--- src/rtl/swap_ctrl.sv ---
// swap_ctrl
// Exchanges the contents of two register-file entries. It reads both
// operands in one cycle, then writes them back crossed over in two cycles.
// The operands are held locally, so the second write still uses the
// pre-swap value even though the first write has already overwritten rs.
//
// Ports
//   clk                 single clock, rising edge
//   rst_f               asynchronous reset, active low
//   start               swap request, only looked at while idle
//   rs_addr, rt_addr    register pair to swap
//   rs_data, rt_data    combinational read data for rs_raddr / rt_raddr
//   rs_raddr, rt_raddr  latched read addresses
//   swap_a, swap_b      held operands (old rs / old rt) for the write-data mux
//   out_sel             write-data mux select: 0 -> swap_a, 1 -> swap_b
//   wb_addr             register-file write address
//   rf_we               register-file write enable
//   busy                high in every state except IDLE
//   done                one-cycle completion pulse
//
// state  | meaning
// -------+--------------------------------------------------------------
// IDLE   | waiting for start; latches the address pair when start is seen
// READ   | read data valid; operands captured on the exit edge
// WR_RS  | writes old rt into rs
// WR_RT  | writes old rs into rt
// DONE   | done pulse, then back to IDLE
module swap_ctrl #(
    parameter int DATA_W = 32,
    parameter int ADDR_W = 4
) (
    input  logic              clk,
    input  logic              rst_f,
    input  logic              start,
    input  logic [ADDR_W-1:0] rs_addr,
    input  logic [ADDR_W-1:0] rt_addr,
    input  logic [DATA_W-1:0] rs_data,
    input  logic [DATA_W-1:0] rt_data,
    output logic [ADDR_W-1:0] rs_raddr,
    output logic [ADDR_W-1:0] rt_raddr,
    output logic [DATA_W-1:0] swap_a,
    output logic [DATA_W-1:0] swap_b,
    output logic              out_sel,
    output logic [ADDR_W-1:0] wb_addr,
    output logic              rf_we,
    output logic              busy,
    output logic              done
);

    typedef enum logic [2:0] {
        S_IDLE  = 3'd0,
        S_READ  = 3'd1,
        S_WR_RS = 3'd2,
        S_WR_RT = 3'd3,
        S_DONE  = 3'd4
    } state_t;

    state_t            r_state;
    state_t            w_next;
    logic [ADDR_W-1:0] r_rs;
    logic [ADDR_W-1:0] r_rt;
    logic [DATA_W-1:0] r_a;
    logic [DATA_W-1:0] r_b;

    // State register
    always_ff @(posedge clk or negedge rst_f) begin
        if (!rst_f) begin
            r_state <= S_IDLE;
        end else begin
            r_state <= w_next;
        end
    end

    // Next-state logic
    always_comb begin
        w_next = r_state;
        case (r_state)
            S_IDLE:  if (start) w_next = S_READ;
            // Swapping a register with itself needs no writes.
            S_READ:  w_next = (r_rs == r_rt) ? S_DONE : S_WR_RS;
            S_WR_RS: w_next = S_WR_RT;
            S_WR_RT: w_next = S_DONE;
            S_DONE:  w_next = S_IDLE;
            default: w_next = S_IDLE;
        endcase
    end

    // Output logic
    always_comb begin
        rf_we   = 1'b0;
        out_sel = 1'b0;
        wb_addr = '0;
        busy    = (r_state != S_IDLE);
        done    = 1'b0;
        case (r_state)
            S_WR_RS: begin
                rf_we   = 1'b1;
                out_sel = 1'b1;
                wb_addr = r_rs;
            end
            S_WR_RT: begin
                rf_we   = 1'b1;
                out_sel = 1'b0;
                wb_addr = r_rt;
            end
            S_DONE:  done = 1'b1;
            default: ;
        endcase
    end

    // Address latch and operand capture. The operands are captured on the
    // edge leaving READ and held until the next swap reaches READ again.
    always_ff @(posedge clk or negedge rst_f) begin
        if (!rst_f) begin
            r_rs <= '0;
            r_rt <= '0;
            r_a  <= '0;
            r_b  <= '0;
        end else begin
            if ((r_state == S_IDLE) && start) begin
                r_rs <= rs_addr;
                r_rt <= rt_addr;
            end
            if (r_state == S_READ) begin
                r_a <= rs_data;
                r_b <= rt_data;
            end
        end
    end

    assign rs_raddr = r_rs;
    assign rt_raddr = r_rt;
    assign swap_a   = r_a;
    assign swap_b   = r_b;

endmodule
--- config.mk ---
export PLATFORM = sky130hd
export DESIGN_NAME = swap_ctrl
export DESIGN_NICKNAME = d
export VERILOG_FILES = /design/src/rtl/swap_ctrl.sv
export SDC_FILE = /design/constraint.sdc
export NUM_CORES = 1
export LEC_CHECK = 0
export BUFFER_PORTS_ARGS = -buffer_cell sky130_fd_sc_hd__buf_2
export CAP_MARGIN = 20
export CELL_PAD_IN_SITES_DETAIL_PLACEMENT = 1
export CELL_PAD_IN_SITES_GLOBAL_PLACEMENT = 1
export CORE_UTILIZATION = 30
export DETAILED_ROUTE_END_ITERATION = 6
export MAX_ROUTING_LAYER = met4
export PLACE_DENSITY_LB_ADDON = 0.12
export SLEW_MARGIN = 20
export SYNTH_ARGS = -nofsm -noshare
export SYNTH_HDL_FRONTEND = slang
export SYNTH_SLANG_ARGS = --single-unit
--- constraint.sdc ---
create_clock -name clk -period 3.7 [get_ports clk]
set_input_delay 0.74 -clock clk [delete_from_list [all_inputs] [get_ports clk]]
set_output_delay 0.74 -clock clk [all_outputs]
set_load 0.05 [all_outputs]
== Word level (Yosys, flattened, before mapping) ==
Cells that the tools add are included.
Widths: inputs -> output; s select.
Word-level totals
  register bits after elaboration: 75
  output and inout port bits: 80
  word-level logic and storage cells: 22
Operators by class
  equal/unequal tests: 6
  reductions and logical operators: 4
  muxes and demuxes: 7
Operators with widths (count)
  $pmux 3 s4: 1
  $pmux 4 s2: 1
  $eq 3x2->1 const B: 2
  $mux 3: 2
  $eq 4x4->1: 1
  $eq 3x1->1 const B: 1
  $eq 3x3->1 const B: 1
  $logic_not 3->1: 1
  $mux 1: 3
  $reduce_bool 3->1: 1
  $ne 2x2->1 const B: 1
  $reduce_or 2->1: 1
  $logic_and 1x1->1: 1

== Logic depth before layout (Yosys ltp) ==
Gate-level depths: netlist of run 1.
  depth after elaboration: 3
  gate-level depth with buffers: 5
  gate-level depth less buffers: 3

== Worst setup path before layout of run 1 ==
OpenSTA, ideal clock, no wires.
  kind: reg-to-output
  start point: register r_state[0]
  end point: output port done
  slack: 1.364 ns
  cell stages (with the launch flop): 3
  data arrival time: 1.596 ns
  path through: dfrtp_1 -> buf_6 -> nor3_1
Between the ends
  longest elaborated chain between the ends: 2
Ends and longest elaborated chain
  start: declaration: line 58  | state_t r_state;
  start signal: assignment: line 70  | r_state <= w_next;
  $eq 3x3->1: line 95  | case (r_state)
  $mux 1: line 95
  end: declaration: line 47  | output logic done
No other way between the ends.

== Worst setup path in the final report of run 1 ==
  start point: register r_state[0]
  end point: output port busy
Between the ends
  longest elaborated chain between the ends: 1
Ends and longest elaborated chain
  $reduce_bool 3->1: line 93  | busy = (r_state != S_IDLE);
  end: declaration: line 46  | output logic busy,
No other way between the ends.

==> metrics, run 1 <==
synth warn 0; Die H 101 um; Via density 4.34; clk_skew 10.5 ps; number of global-route vias before repair 2252; top cells by area, synth dfrtp_1 64%, mux2_2 28%, mux2i_1 1.4%, buf_4 1.3%, xor2_1 1.2%; IO buf count 154; sequential share of the synthesized area 63.9%; average cell area after synthesis 16.1 um2; Post-Syn Instances 182; Synth Flop Type dfrtp_1; Hold Crit Class in -> async; worst-margin pin slew 493 ps; Die Width 101 um; total grt overflow 0; Critical Path Start Type flip-flop; clk slew on worst S/H paths 80 ps; post-layout min period 2330 ps; Async S/R FF share, synth 100%; syn_nets 257; core footprint 9370 um2; final estimated routing congestion in global placement 0.756; crit path kind reg -> out; clk_lat worst skew 350 ps; antenna violations before repair 0; Tcrit/Tclk final 62.8%; final hold viol count 0; post-DP HPWL 5.08 mm; Total GRT Usage 15.1%; max-slew violations 0; M1 WL 2.96 mm; largest area contributor in the netlist dfrtp_1; fmax 430 MHz; Distinct cells, synth 17; Setup TNS 0 ps; Yosys reg bits 75; mapped cell area 2940 um2; top-count cell post-synth dfrtp_1; Area Overhead vs Synth 38.1%; DRC 0; MaxCap Viol Count 0; CTS max path bufs 2; final net count 417; first-pass GRT wire length 11.2 mm; Initial Util 31.4%; fraction of layout cells with a size suffix above 1 71.2%; top sig layer met4; # setup viols final 0; Wirelength per Cell 14.7 um; metal2 WL 3.55 mm; final wirelength 7.00 mm; Worst slew margin 67.1%; first-pass iteration count of the detailed router 4; # rows 35; die area 10200 um2; crit path max fanout 11; largest net degree at the start of global routing 76; Worst Setup End Kind output port; via count 2068; commonest cells in the netlist 75 x dfrtp_1, 72 x mux2_2, 6 x nor2_1; worst-case reg-to-reg path depth 3; unrepaired setup endpoints after global routing no; worst path arrival time 1590 ps; CTS buffer count 9; post-CTS sizing 0; ant diodes 0; Post-CTS Repair Setup Buffers 0; # IOs 155; hold_buf cts 0; EDFF count, synth 0; CTS tree yes; CTS sink count 75; worst endpoint required time 2960 ps; metal3 WL 352 um; Yosys top cell area share 63.9%; Routed Antenna Nets 0; Starting DRT DRC Count 18; outcome finished, final reports clean; CTS Root Cell clkbuf_8; H-tree Lvls 3
final timing paths:
kind | from | end | slack (ps)
setup / recovery | r_state[0] | busy | 1370
hold / removal | rst_f | rt_raddr[1] | 280
setup reg to reg | r_state[0] | swap_b[23] | 1860
hold reg to reg | swap_b[0] | swap_b[0] | 500
max in group asynchronous | rst_f | swap_a[24] | 2840
min in group clk | swap_b[0] | swap_b[0] | 500
cells by family after synthesis:
group                  count (synthesis)  share of synthesized area (%)
flip-flops                            75                           63.9
XOR/XNOR                               4                           1.19
AND/OR/NAND/NOR                       13                           2.94
buffers and inverters                 12                           2.51
AO/OA/AOI/OAI                          2                          0.554
multiplexers                          76                           28.9
cell type report:
cell class	instances	area, um2
clock buffer	11	141
clock inverter	5	52.6
fill	1057	5310
inverter	4	15.0
multi-input combinational	95	995
sequential	75	1880
tap	129	161
timing repair buffer	157	816
critical path, stage by stage (launching register included):
cell	delay, ps
dfrtp_1	530
or3_4	480
buf_2	230
cells in the final DEF, fill, tap and decap left out, drive strengths merged:
cell,instances
buf,157
bufinv,1
clkbuf,11
clkinv,3
clkinvlp,1
dfrtp,75
inv,4
mux2,72
mux2i,4
nand2,1
nor2,7
nor3,2
nor3b,1
nor4,1
o211a,1
o22ai,1
or3,1
xor2,4
metrics by stage:
stage | setup WS [ps] | util (%) | hold WS [ps] | instance area (um2) | std cells
after detailed placement | 1730 | 40.9 | 491 | 3840 | 459
after global placement | 1750 | 40.9 | 483 | 3840 | 459
after global routing | 1300 | 43.3 | 280 | 4060 | 476
after floorplan | 1360 | - | 444 | 2940 | 182
final | 1370 | 43.3 | 277 | 4060 | 476
after CTS | 1340 | 43.0 | 509 | 4030 | 475
layer usage:
layer  track usage, %  vias to the layer above
met3             3.40                       11
met1             17.4                     1027
li1                 -                      954
met5                -                        -
met2             24.8                       76
met4             7.69                        0
state kept, by name, summed over array words and instances, names as in the netlist:
name,flops
swap_a,32
swap_b,32
rs_raddr,4
rt_raddr,4
r_state,3
Power of run 1 is left out: the tool's default activity adds up to more than one toggle a clock period on the data nets, which glitch-free logic cannot reach.
==> inputs of run 2 (changes only) <==
Clock period 3.7 ns to 1.9 ns, I/O delays scaled along.
==> run 2 against run 1 <==
  * Setup slack worse by 1300 ps
  * Die area stayed put
  * Highest routed layer unchanged
  * Hold slack worse by 270 ps
==> metrics, run 2 (synthesized netlist as in run 1, its figures left out) <==
most frequent cells in the layout 149 x buf_2, 73 x dfrtp_1, 72 x mux2_2, 11 x clkbuf_8, 6 x nor2_1 (was 153 x buf_2, 75 x dfrtp_1, 72 x mux2_2, 10 x clkbuf_8, 6 x nor2_1); CTS tree yes (unchanged); # IOs 155 (unchanged); number of global-route vias before repair 2270 (was 2252); Worst path max stage delay 470 ps (was 530 ps); H-tree Lvls 3 (unchanged); clk_lat worst skew 330 ps (was 350 ps); CP max-delay cell dfrtp_2 (was dfrtp_1); Setup TNS 0 ps (unchanged); Die H 101 um (unchanged); worst path arrival time 1460 ps (was 1590 ps); Worst Setup End Kind output port (unchanged); CTS max path bufs 2 (unchanged); Wirelength per Cell 15.3 um (was 14.7 um); delay-heaviest family, CP flip-flops (unchanged); Post-CTS Repair Setup Buffers 0 (unchanged); clk_skew 7.45 ps (was 10.5 ps); unrepaired setup endpoints after global routing no (unchanged); largest net degree at the start of global routing 37 (was 76); final net count 419 (was 417); commonest non-fill, non-tap cell in the layout buf_2 (unchanged); core footprint 9370 um2 (unchanged); final wirelength 7.29 mm (was 7.00 mm); Routed Antenna Nets 0 (unchanged); max-slew violations 0 (unchanged); via count 2098 (was 2068); outcome finished, final reports clean (unchanged); fraction of layout cells with a size suffix above 1 72.5% (was 71.2%); Die Width 101 um (unchanged); Area Overhead vs Synth 41.0% (was 38.1%); IO buf count 154 (unchanged); antenna violations before repair 0 (unchanged); hold_buf cts 0 (unchanged); post-DP HPWL 5.35 mm (was 5.08 mm); metal3 WL 399 um (was 352 um); total grt overflow 0 (unchanged); CTS sink count 75 (unchanged); Total GRT Usage 15.3% (was 15.1%); final core occ 44.2% (was 43.3%); Hold Crit Class in -> async (unchanged); Critical Path Start Type flip-flop (unchanged); ant diodes 0 (unchanged); worst-margin pin slew 499 ps (was 493 ps); Via density 4.39 (was 4.34); final hold viol count 0 (unchanged); die area 10200 um2 (unchanged); worst path cell trace or3_4 -> buf_2 (unchanged); # rows 35 (unchanged); crit path kind reg -> out (unchanged); Starting DRT DRC Count 42 (was 18); crit path max fanout 6 (was 11); final estimated routing congestion in global placement 0.714 (was 0.756); Worst slew margin 66.7% (was 67.1%); CTS buffer count 9 (unchanged); first-pass iteration count of the detailed router 4 (unchanged); worst path bufs/invs 1 (unchanged); CTS Root Cell clkbuf_8 (unchanged); top sig layer met4 (unchanged); first-pass GRT wire length 11.5 mm (was 11.2 mm); post-CTS sizing 1 (was 0); metal2 WL 3.79 mm (was 3.55 mm); # setup viols final 0 (unchanged); Initial Util 31.4% (unchanged); fmax 543 MHz; worst endpoint required time 1520 ps (was 2960 ps); DRC 0 (unchanged); post-layout min period 1840 ps; MaxCap Viol Count 0 (unchanged); clk slew on worst S/H paths 80 ps (about the same); M1 WL 3.07 mm (was 2.96 mm); Tcrit/Tclk final 96.9%
-- run 2: worst register-to-register path: cells and delay by family, from the launching register on --
kind	cells	cell delay, ps
buffers and inverters	1	250
flip-flops	1	470
multiplexers	1	390
AND/OR/NAND/NOR	1	330
-- run 2: routing by layer --
layer	vias up	GRT usage [%]
met5	-	-
met4	0	3.68
met3	4	4.99
met2	76	25.9
met1	1058	17.7
li1	960	-
-- run 2: stage by stage --
| step | cell area, um2 | worst slack (ps) | hold slack, ps | cells |
|---|---|---|---|---|
| 3_5_place_dp | 3900 | 344 | 384 | 462 |
| 2_1_floorplan | 2940 | 65.0 | 84.4 | 182 |
| 3_3_place_gp | 3900 | 383 | 382 | 462 |
| 4_1_cts | 4130 | 0.451 | 7.37 | 478 |
| 6_report | 4140 | 58.3 | 9.71 | 478 |
| 5_1_grt | 4140 | 4.17 | 14.0 | 478 |
-- run 2: cell type report --
type,instances,area (um2)
multi-input cells,95,1000
flip-flops and latches,75,1880
inverters,4,15.0
clock inverters,4,72.6
well taps,129,161
repair buffers,159,858
fillers,1026,5230
clock buffers,12,155
-- run 2: path summary, 6_finish.rpt --
path                             from     endpoint  slack [ps]  depth (start not counted)
min in group clk           rs_data[9]    swap_a[9]         270                          2
hold reg to reg             swap_b[0]    swap_b[0]         500                          1
setup reg to reg           r_state[1]   swap_b[20]         340                          3
setup / recovery           r_state[1]         busy          60                          2
max in group asynchronous       rst_f  rs_raddr[0]        1330                          2
hold / removal                  rst_f    swap_b[7]          10                          1
Power of run 2 is left out for the same reason.
